--- config.mk ---
export PLATFORM = sky130hd
export DESIGN_NAME = maxpool_stream
export DESIGN_NICKNAME = d
export VERILOG_FILES = /design/src/rtl/maxpool_stream.sv
export SDC_FILE = /design/constraint.sdc
export NUM_CORES = 1
export LEC_CHECK = 0
export ABC_AREA = 1
export BUFFER_PORTS_ARGS = -buffer_cell sky130_fd_sc_hd__buf_2
export CAP_MARGIN = 20
export CORE_MARGIN = 2
export CORE_UTILIZATION = 53
export CTS_CLUSTER_SIZE = 10
export DETAILED_ROUTE_END_ITERATION = 8
export GPL_TIMING_DRIVEN = 0
export PLACE_DENSITY = 0.78
export SLEW_MARGIN = 30
export SYNTH_ARGS = -nofsm -noshare
export SYNTH_HDL_FRONTEND = slang
export SYNTH_SLANG_ARGS = --single-unit
--- constraint.sdc ---
create_clock -name clk -period 2.8 [get_ports clk]
set_input_delay 0.56 -clock clk [delete_from_list [all_inputs] [get_ports clk]]
set_output_delay 0.56 -clock clk [all_outputs]
set_load 0.02 [all_outputs]
--- src/rtl/maxpool_stream.sv ---
`default_nettype none
// ============================================================================
//  Module      : maxpool_stream
//  Description : Streaming 1-D max-pooling stage. Reduces each non-overlapping
//                window of POOL signed samples to its maximum and re-sends it
//                on a valid/ready interface. Frames are LEN samples long; the
//                LEN mod POOL trailing samples of a frame are accepted and
//                dropped. Optional macro MAXPOOL_RELU_EN clamps negative
//                results to zero.
//  Revision    : 1.0 - initial release
// ============================================================================
module maxpool_stream #(
    parameter int T    = 16,
    parameter int POOL = 2,
    parameter int LEN  = 64
) (
    input  logic         clk,
    input  logic         reset,
    input  logic [T-1:0] x_data,
    input  logic         x_valid,
    output logic         x_ready,
    output logic [T-1:0] y_data,
    output logic         y_valid,
    input  logic         y_ready,
    output logic         done
);

    localparam int c_NOUT = LEN / POOL;
    localparam int c_IW   = (LEN > 1) ? $clog2(LEN) : 1;
    localparam int c_WW   = (POOL > 1) ? $clog2(POOL) : 1;
    localparam int c_OW   = (c_NOUT > 1) ? $clog2(c_NOUT) : 1;

    localparam logic [c_IW:0]   c_POOLED   = (c_IW + 1)'(c_NOUT * POOL);
    localparam logic [c_IW-1:0] c_IN_LAST  = c_IW'(LEN - 1);
    localparam logic [c_WW-1:0] c_WIN_LAST = c_WW'(POOL - 1);
    localparam logic [c_OW-1:0] c_OUT_LAST = c_OW'(c_NOUT - 1);

    logic [c_IW-1:0]       r_in_cnt;
    logic [c_WW-1:0]       r_win_cnt;
    logic [c_OW-1:0]       r_out_cnt;
    logic signed [T-1:0]   r_run_max;
    logic                  r_in_done;
    logic                  r_out_done;
    logic [T-1:0]          r_y_data;
    logic                  r_y_valid;
    logic                  r_done;

    logic signed [T-1:0]   w_x;
    logic signed [T-1:0]   w_max;
    logic [T-1:0]          w_result;
    logic                  w_in_pooled;
    logic                  w_completes;
    logic                  w_in_beat;
    logic                  w_out_beat;

    assign w_x         = $signed(x_data);
    assign w_max       = (w_x > r_run_max) ? w_x : r_run_max;
    assign w_in_pooled = ({1'b0, r_in_cnt} < c_POOLED);
    // Only the sample that closes a window inside the pooled region can stall.
    assign w_completes = (r_win_cnt == c_WIN_LAST) && w_in_pooled;
    assign x_ready     = !(r_y_valid && !y_ready && w_completes);
    assign w_in_beat   = x_valid && x_ready;
    assign w_out_beat  = r_y_valid && y_ready;

`ifdef MAXPOOL_RELU_EN
    // Clamp only the emitted value; the running maximum stays unclamped.
    assign w_result = w_max[T-1] ? '0 : w_max;
`else
    assign w_result = w_max;
`endif

    assign y_data  = r_y_data;
    assign y_valid = r_y_valid;
    assign done    = r_done;

    // Frame/window position and running maximum, advanced on each input beat.
    always_ff @(posedge clk) begin
        if (reset) begin
            r_in_cnt  <= '0;
            r_win_cnt <= '0;
            r_run_max <= '0;
        end else if (w_in_beat) begin
            // The first sample of a window seeds the maximum.
            r_run_max <= (r_win_cnt == '0) ? w_x : w_max;
            if (r_in_cnt == c_IN_LAST) begin
                r_in_cnt  <= '0;
                r_win_cnt <= '0;
            end else begin
                r_in_cnt  <= r_in_cnt + 1'b1;
                r_win_cnt <= (r_win_cnt == c_WIN_LAST) ? '0 : r_win_cnt + 1'b1;
            end
        end
    end

    // Output register: a completing window overrides the consuming beat.
    always_ff @(posedge clk) begin
        if (reset) begin
            r_y_data  <= '0;
            r_y_valid <= 1'b0;
        end else if (w_in_beat && w_completes) begin
            r_y_data  <= w_result;
            r_y_valid <= 1'b1;
        end else if (w_out_beat) begin
            r_y_valid <= 1'b0;
        end
    end

    // Accepted-output counter per frame.
    always_ff @(posedge clk) begin
        if (reset) begin
            r_out_cnt <= '0;
        end else if (w_out_beat) begin
            r_out_cnt <= (r_out_cnt == c_OUT_LAST) ? '0 : r_out_cnt + 1'b1;
        end
    end

    // End-of-frame flags and the done pulse once both sides have finished.
    always_ff @(posedge clk) begin
        if (reset) begin
            r_in_done  <= 1'b0;
            r_out_done <= 1'b0;
            r_done     <= 1'b0;
        end else begin
            r_done <= r_in_done && r_out_done;
            if (r_in_done && r_out_done) begin
                r_in_done  <= 1'b0;
                r_out_done <= 1'b0;
            end
            if (w_in_beat && (r_in_cnt == c_IN_LAST)) begin
                r_in_done <= 1'b1;
            end
            if (w_out_beat && (r_out_cnt == c_OUT_LAST)) begin
                r_out_done <= 1'b1;
            end
        end
    end

endmodule
`default_nettype wire

======== After elaboration in Yosys (flattened, before gate mapping) ========
Cells that the tools add are included.
cells by class
  equality and inequality tests ........... 2
  reductions and logical operators ........ 13
  div/mod/pow operators ................... 0
  add/subtract/negate cells ............... 3
  $mul .................................... 0
  bitwise operators ....................... 0
  shift operators ......................... 0
  multiplexer cells ....................... 11
  $lt $le $gt $ge ......................... 1
operators by type and width
  kind                   count
  $mux W16               2
  $gt A16 B16 Y1         1
  $logic_and A1 B1 Y1    8
  $mux W1                7
  $add A6 B1 Y6 const B  1
  $eq A6 B6 Y1 const B   1
  $mux W6                1
  $reduce_bool A2 Y1     3
  $add A5 B1 Y5 const B  1
  $eq A5 B5 Y1 const B   1
  $mux W5                1
  $logic_not A1 Y1       2
  $add A1 B1 Y1 const B  1
word-level totals
  bits in registers ....................... 48
  memories ................................ 0
  memory bits (writable) .................. 0
  latch bits .............................. 0
  bits in read-only memories .............. 0

======== Longest topological paths before layout ========
Gate-level depths: netlist (run 1).
  depth after elaboration ................. 7
  mapped depth ............................ 17
  depth with buffers taken out ............ 16

======== Least setup slack after synthesis (run 1) ========
OpenSTA, ideal clock, no wires.
  path type ............................... input-to-reg
  start ................................... in x_data[15]
  end ..................................... reg r_run_max[0]
  arrival time ............................ 1897 ps
  buffers on the path ..................... 1
  setup slack ............................. 770 ps
  cell stages on the path ................. 10
  data required time ...................... 2668 ps
  library setup time ...................... 132 ps
  cells stage by stage .................... ha_1 a21oi_1 o21ai_1 a21oi_2 nand3_2 nand3_4 buf_12 nand2_4 nand3_2 a21oi_1
between the ends
  word-level cells in the longest chain between the ends .. 3
RTL lines
  element               line  RTL
  start, declared       19    input logic [T-1:0] x_data,
  $gt A16 B16 Y1        57    assign w_max = (w_x > r_run_max) ? w_x : r_run_max;
  $mux W16              57
  $mux W16              84    r_run_max <= (r_win_cnt == '0) ? w_x : w_max;
  end signal, assigned  84
  end, declared         41    logic signed [T-1:0] r_run_max;
Every way passes these cells.
A chain may end at the register's enable or synchronous reset.

======== Final worst setup path (run 1) ========
  start ................................... reg r_run_max[5]
  end ..................................... reg r_y_data[2], in the netlist y_data[2]
between the ends
  word-level cells in the longest chain between the ends .. 2
RTL lines
  element               line  RTL
  $gt A16 B16 Y1        57
  $mux W16              57
  end signal, assigned  101   r_y_data <= w_result;
  end, declared         44    logic [T-1:0] r_y_data;
Every way passes these cells.

==> impl_metrics.json, run 1 <==
{
  "post_cts_resized": 0,
  "holdWs_ns": 0.465,
  "place_area_sq_mm": 0.00290,
  "wl_per_cell_um": 13.4,
  "fillCellCount": 441,
  "min_to": "y_data[3]",
  "drtAntennaViolNets": 0,
  "grt_setup_unrepaired": "false",
  "swShare": 0.310,
  "numCtsBuffers": 5,
  "start_kind": "register",
  "hold_path_class": "register to register",
  "num_antenna_cells": 0,
  "fp.coreArea_sq_mm": 0.00475,
  "drc": 0,
  "synthFlopType": "dfxtp_1",
  "syn_area_per_cell_sq_um": 7.82,
  "p_per_area_mw_per_mm2": 546,
  "port_buffers": 37,
  "endpoint_kind": "register",
  "place_congestion": 0.810,
  "ys_warn_count": 0,
  "fin_crit_sh": 0.770,
  "irDropWorstVdd_mv": 0.352,
  "rows": 25,
  "cp_data_required_time_ns": 2.97,
  "synth_cells": 337,
  "p_clk_frac": 0.302,
  "dp_slack_ns": 0.375,
  "r2r_slack_ns": 0.64,
  "worstRegToRegCells": 13,
  "synth-edff-count": 0,
  "fin_crit_ns": 2.16,
  "grt_pass1_wl_mm": 10.1,
  "ff_latch_area_sq_um": 961,
  "area_growth_pct": 14.3,
  "first_global_vias": 2256,
  "skew_ns": 0.00598,
  "cts_setup_buffers": 0,
  "hold_buffers": 0,
  "path_clk_slew_ns": 0.09,
  "seqPwrFrac": 0.451,
  "clk_latency_ns": 0.30,
  "grt_max_degree": 15,
  "pin_count": 39,
  "critPathLaunch": "r_run_max[5]",
  "globalRoute.totalOverflow": 0,
  "rr_endpoint": "y_data[2]",
  "synthTopCellsByArea": "dfxtp_1 36%, ha_1 9.0%, a21oi_1 8.0%",
  "track_usage": 0.235,
  "synth.most_common_cell": "inv_1",
  "p_switching_uw": 510,
  "worst_slack_ns": 0.645,
  "yosysTopAreaCell": "dfxtp_1",
  "fmax_ghz": 0.464,
  "status": "finished, final reports clean",
  "setup_tns_ns": 0,
  "final_util": 0.633,
  "antenna_found_initial": 0,
  "start_util": 0.554,
  "drtIter0Drc": 128,
  "syn-num-nets": 376,
  "cts_tree": "done",
  "min_path_cells": 2,
  "nNetsFinal": 420,
  "synth_seq_cells": 48,
  "wl_mm": 6.00,
  "fp.dieW_um": 74.5,
  "cts_root_buf": "clkbuf_8",
  "drv_cap": 0,
  "synth_top_area_share": 0.365,
  "p_comb_frac": 0.247,
  "path_class": "register to register",
  "die_h_um": 74.5,
  "drive_gt1_frac": 0.212,
  "drv_slew": 0,
  "viasPerCell": 5.37,
  "leakagePower_uw": 0.00136,
  "routed-via-count": 2412,
  "h-tree-depth": 2,
  "netlist_area_sq_mm": 0.00264,
  "first_pass_iters": 4,
  "power.internal_uw": 1140,
  "crit_fanout": 10,
  "synth_common_cells": "49 x inv_1, 48 x dfxtp_1, 48 x nand2_1, 42 x a21oi_1, 24 x nor2_1",
  "async_flop_share": 0,
  "clk_path_buf_depth": 2,
  "synth_cell_types": 26,
  "r2r-start": "r_run_max[5]",
  "post-dp-hpwl_mm": 4.40,
  "synth_seq_area_share": 0.365,
  "setup_viol_count_final": 0,
  "postLayoutCellArea_sq_mm": 0.00301,
  "hold_viol": 0,
  "arrival_ns": 2.32,
  "tightest_slew_ns": 0.710,
  "multi_input_area_sq_mm": 0.00142,
  "clock_sinks": 48,
  "dieArea_sq_mm": 0.00555,
  "max_slew_margin": 0.525,
  "min-delay-start": "y_data[3]"
}
stage by stage:
step           cells  power [uW]
2_1_floorplan    337        1060
3_3_place_gp     441        1150
3_5_place_dp     441        1160
4_1_cts          449        1650
5_1_grt          449        1740
6_report         449        1650
critical path, stage by stage (launching register included):
cell and delay [ns]:
dfxtp_1 0.36, inv_1 0.09, ha_1 0.29, a21oi_1 0.16, nor2_1 0.05, nor2_1 0.09, nand2_1 0.08, nand2_2 0.08
nand2_1 0.06, nand2_2 0.15, buf_2 0.27, nand4_1 0.16, nand3_2 0.12, a21oi_1 0.06
placed cells by master (no fill, tap or decap):
master      n
nand3_4     1
a21o_1      1
inv_2       1
inv_1      49
nor2_1     24
nor3_4      1
clkbuf_8    5
o21ai_0     6
nand2_4    10
bufinv_16   1
clkinv_2    1
nand2_1    48
xnor2_1     1
nand3_2    12
a21oi_1    42
nand3_1    15
o21ai_1     2
clkbuf_1    8
dfxtp_1    48
nand2_2     4
a21oi_2     1
xor2_1      2
a22oi_1    16
buf_2      42
ha_1       19
nand4_1    17
or2_2       1
nor3_1      3
buf_12      1
layout make-up:
type / count / share of cell area
multi-input cells: 226 / 0.470
flip-flops and latches: 48 / 0.319
inverters: 50 / 0.0623
repair buffers: 37 / 0.0615
well taps: 67 / 0.0278
clock buffers: 6 / 0.0241
plain buffers: 13 / 0.0237
clock inverters: 2 / 0.0116
kinds of logic (layout without fill, tap and decap cells):
| group | Yosys count | in the layout | synth area share |
|---|---|---|---|
| xor gates and xnor gates | 3 | 3 | 0.00997 |
| DFF | 48 | 48 | 0.365 |
| and+or+nand+nor | 136 | 136 | 0.290 |
| buffers and inverters | 63 | 108 | 0.0983 |
| AOI/OAI and AO/OA | 68 | 68 | 0.147 |
| adders and majority gates | 19 | 19 | 0.0902 |
metal layers:
metal / share of wire / up-vias / GRT usage
li1: - / 1216 / -
met1: 0.45 / 1131 / 0.296
met2: 0.49 / 56 / 0.405
met3: 0.053 / 9 / 0.0461
met4: 0.0095 / 0 / 0.0714
met5: 0 / - / 0
registers in the layout, indices dropped and copies added, names as in the netlist:
signal / flops
done: 1
r_in_cnt: 6
r_in_done: 1
r_out_cnt: 5
r_out_done: 1
r_run_max: 16
r_win_cnt: 1
y_data: 16
y_valid: 1
worst max-delay path by stage:
stage                    end  cells past startpoint
2_1_floorplan   r_run_max[0]                     10
3_3_place_gp   r_run_max[12]                      9
3_5_place_dp    r_run_max[2]                     10
4_1_cts         r_run_max[2]                     13
5_1_grt         r_run_max[2]                     13
6_report           y_data[2]                     13
power by group through the flow:
| stage | Combinational, uW | Sequential, uW | Clock, uW |
|---|---|---|---|
| floorplan | 291 | 773 | 0 |
| global placement | 392 | 757 | 0 |
| detailed placement | 404 | 759 | 0 |
| CTS | 406 | 743 | 506 |
| global route | 456 | 748 | 533 |
| finish | 406 | 743 | 497 |
Note: power is estimated with default switching activity, not from simulation.
==> run 2, diff against run 1 <==
--- a/config.mk
+++ b/config.mk
@@ -5,7 +5,7 @@
 export SDC_FILE = /design/constraint.sdc
 export NUM_CORES = 1
 export LEC_CHECK = 0
-export ABC_AREA = 1
+export ABC_AREA = 0
 export BUFFER_PORTS_ARGS = -buffer_cell sky130_fd_sc_hd__buf_2
 export CAP_MARGIN = 20
 export CORE_MARGIN = 2
==> constraint.sdc (replaced) <==
create_clock -name clk -period 2.24 [get_ports clk]
set_input_delay 0.448 -clock clk [delete_from_list [all_inputs] [get_ports clk]]
set_output_delay 0.448 -clock clk [all_outputs]
set_load 0.02 [all_outputs]
==> run 2 against run 1 <==
Against the previous run: the run now ends with negative setup slack left; synthesized cell count fell by 18%; clock power up 7.8%; critical path depth shrank 3; register-to-register slack worse by 0.81 ns; combinational power up 27%; critical path type unchanged; largest cell class unchanged; area after synthesis down 4.4%; sequential share of layout area down 1.1 points; via count decreased by 7.0%.
==> impl_metrics.json, run 2 <==
{
  "die_h_um": 72.9,
  "path_cells": "inv_1, ha_1, a21o_1, nand3_1, a211oi_1, or4_4, a32oi_4, buf_6, buf_8, mux2i_1",
  "drive_gt1_frac": 0.266,
  "first_global_vias": 2162,
  "start_kind": "register",
  "fin_crit_sh": 1.07,
  "wl_mm": 6.37,
  "h-tree-depth": 2,
  "fp.dieW_um": 72.9,
  "grt_pass1_wl_mm": 9.86,
  "syn_area_per_cell_sq_um": 9.13,
  "violations": "negative setup slack",
  "synthTopCellsByArea": "dfxtp_1 38%, ha_1 9.4%, nand2b_1 8.7%",
  "num_antenna_cells": 0,
  "fmax_ghz": 0.416,
  "synth_seq_area_share": 0.382,
  "layout.cells.non_filler": 389,
  "path_class": "register to register",
  "skew_ns": 0.0127,
  "netlist_area_sq_mm": 0.00252,
  "clk_latency_ns": 0.31,
  "cp_data_required_time_ns": 2.46,
  "drtIter0Drc": 176,
  "synth.most_common_cell": "dfxtp_1",
  "final_common_cell": "dfxtp_1",
  "path_clk_slew_ns": 0.09,
  "port_buffers": 38,
  "cpPeakStageDelay_ns": 0.54,
  "pin_count": 39,
  "fillCellCount": 360,
  "yosysTopAreaCell": "dfxtp_1",
  "hold_buffers": 0,
  "setup_viol_count_final": 31,
  "synthFlopType": "dfxtp_1",
  "endpoint_kind": "register",
  "globalRoute.totalOverflow": 0,
  "rows": 25,
  "start_util": 0.540,
  "drtAntennaViolNets": 0,
  "cts_root_buf": "clkbuf_8",
  "fin_crit_ns": 2.41,
  "wl_per_cell_um": 16.4,
  "final_cell_mix": "43 x dfxtp_1, 38 x buf_2, 35 x nand2b_1, 28 x nor2_1",
  "min_path_cells": 3,
  "drc": 0,
  "synth-edff-count": 0,
  "p_per_area_mw_per_mm2": 635,
  "ys_warn_count": 0,
  "synth_common_cells": "48 x dfxtp_1, 35 x nand2b_1, 28 x nor2_1, 19 x ha_1, 19 x inv_1",
  "status": "finished with violations",
  "viasPerCell": 5.76,
  "first_pass_iters": 4,
  "holdWs_ns": 0.408,
  "arrival_ns": 2.63,
  "tightest_slew_ns": 0.695,
  "numCtsBuffers": 5,
  "leakagePower_uw": 0.00140,
  "synth_cell_types": 36,
  "synth_seq_cells": 48,
  "dp_slack_ns": -0.513,
  "clock_sinks": 48,
  "drv_cap": 0,
  "grt_max_degree": 14,
  "final_util": 0.674,
  "drv_slew": 0,
  "fp.coreArea_sq_mm": 0.00466,
  "worstRegToRegCells": 10,
  "syn-num-nets": 315,
  "cpMaxStageDelayCell": "or4_4",
  "place_congestion": 0.805,
  "irDropWorstVdd_mv": 0.353,
  "dieArea_sq_mm": 0.00532,
  "grt_setup_unrepaired": "true",
  "max_slew_margin": 0.536,
  "synth_top_area_share": 0.382,
  "synth_cells": 276,
  "async_flop_share": 0,
  "crit_fanout": 5,
  "hold_path_class": "primary input to register",
  "area_growth_pct": 24.6,
  "post-dp-hpwl_mm": 3.92,
  "clk_path_buf_depth": 2,
  "nNetsFinal": 373,
  "placed_cells": 368,
  "track_usage": 0.240,
  "worst_slack_ns": -0.166,
  "antenna_found_initial": 0,
  "cts_tree": "done",
  "hold_viol": 0,
  "routed-via-count": 2242
}
run 2: cell types whose count changed after synthesis, sizes merged, moves of 17 or more:
cell	change
nand2	-54
mux2i	+17
a21oi	-30
nand2b	+35
inv	-31
nand3	-21
run 2: routing by layer:
metal | wire [um] | track usage | up-vias | share of wire
li1 | - | - | 1094 | -
met1 | 2790 | 0.302 | 1076 | 0.44
met3 | 309 | 0.0456 | 7 | 0.048
met5 | 0 | 0 | - | 0
met2 | 3200 | 0.420 | 65 | 0.50
met4 | 76 | 0.0658 | 0 | 0.012
run 2: per-stage QoR:
step                      TNS (ns)  power, uW  cell area [sq um]
after floorplan              -1.82       1240               2530
after global placement      -11.82       1350               2790
after detailed placement    -12.39       1360               2790
after CTS                    -1.84       1970               3070
after global routing         -5.68       2100               3140
final                        -2.59       1990               3140
run 2: final cells by class:
type / count / area [sq um] / area share
timing repair buffer: 51 / 299 / 0.0953
sequential: 48 / 967 / 0.308
multi-input combinational: 197 / 1570 / 0.501
tap: 54 / 67.6 / 0.0215
buffer: 12 / 71.3 / 0.0227
clock buffer: 8 / 90.1 / 0.0287
inverter: 19 / 71.3 / 0.0227
run 2: kinds of logic after synthesis:
logic type	Yosys count	synth area share
and+or+nand+nor	94	0.197
AOI/OAI and AO/OA	62	0.191
DFF	48	0.382
buffers and inverters	31	0.0517
adders and majority gates	19	0.0944
muxes	17	0.0676
xor gates and xnor gates	5	0.0174
run 2: report_power, final:
group / total [uW] / internal, uW / leakage, uW / switching (uW)
Sequential: 944 / 910 / 0.000395 / 33.3
Combinational: 514 / 226 / 0.000961 / 288
Clock: 536 / 252 / 0.0000455 / 283
Total: 1990 / 1390 / 0.00140 / 605
run 2: worst max-delay path: cells and delay by family (launching register included):
kind / cells / cell delay, ns
buf+inv: 3 / 0.32
compound gates: 3 / 0.54
mux: 1 / 0.19
fa+ha+maj: 1 / 0.29
simple gates: 2 / 0.63
flops: 1 / 0.34
run 2: repair_timing:
item                                    4_1_cts  5_1_grt
resized for setup                            22       12
setup buffers                                 9        4
pin swaps                                     8        9
endpoints found under the setup margin       27       32
cloned                                        1        0
run 2: path summary, 6_finish.rpt:
path                start             to  slack, ns
min             x_data[5]   r_run_max[5]       0.41
max reg2reg  r_run_max[5]  r_run_max[14]      -0.17
max          r_run_max[5]  r_run_max[14]      -0.17
min reg2reg    r_out_done           done       0.44
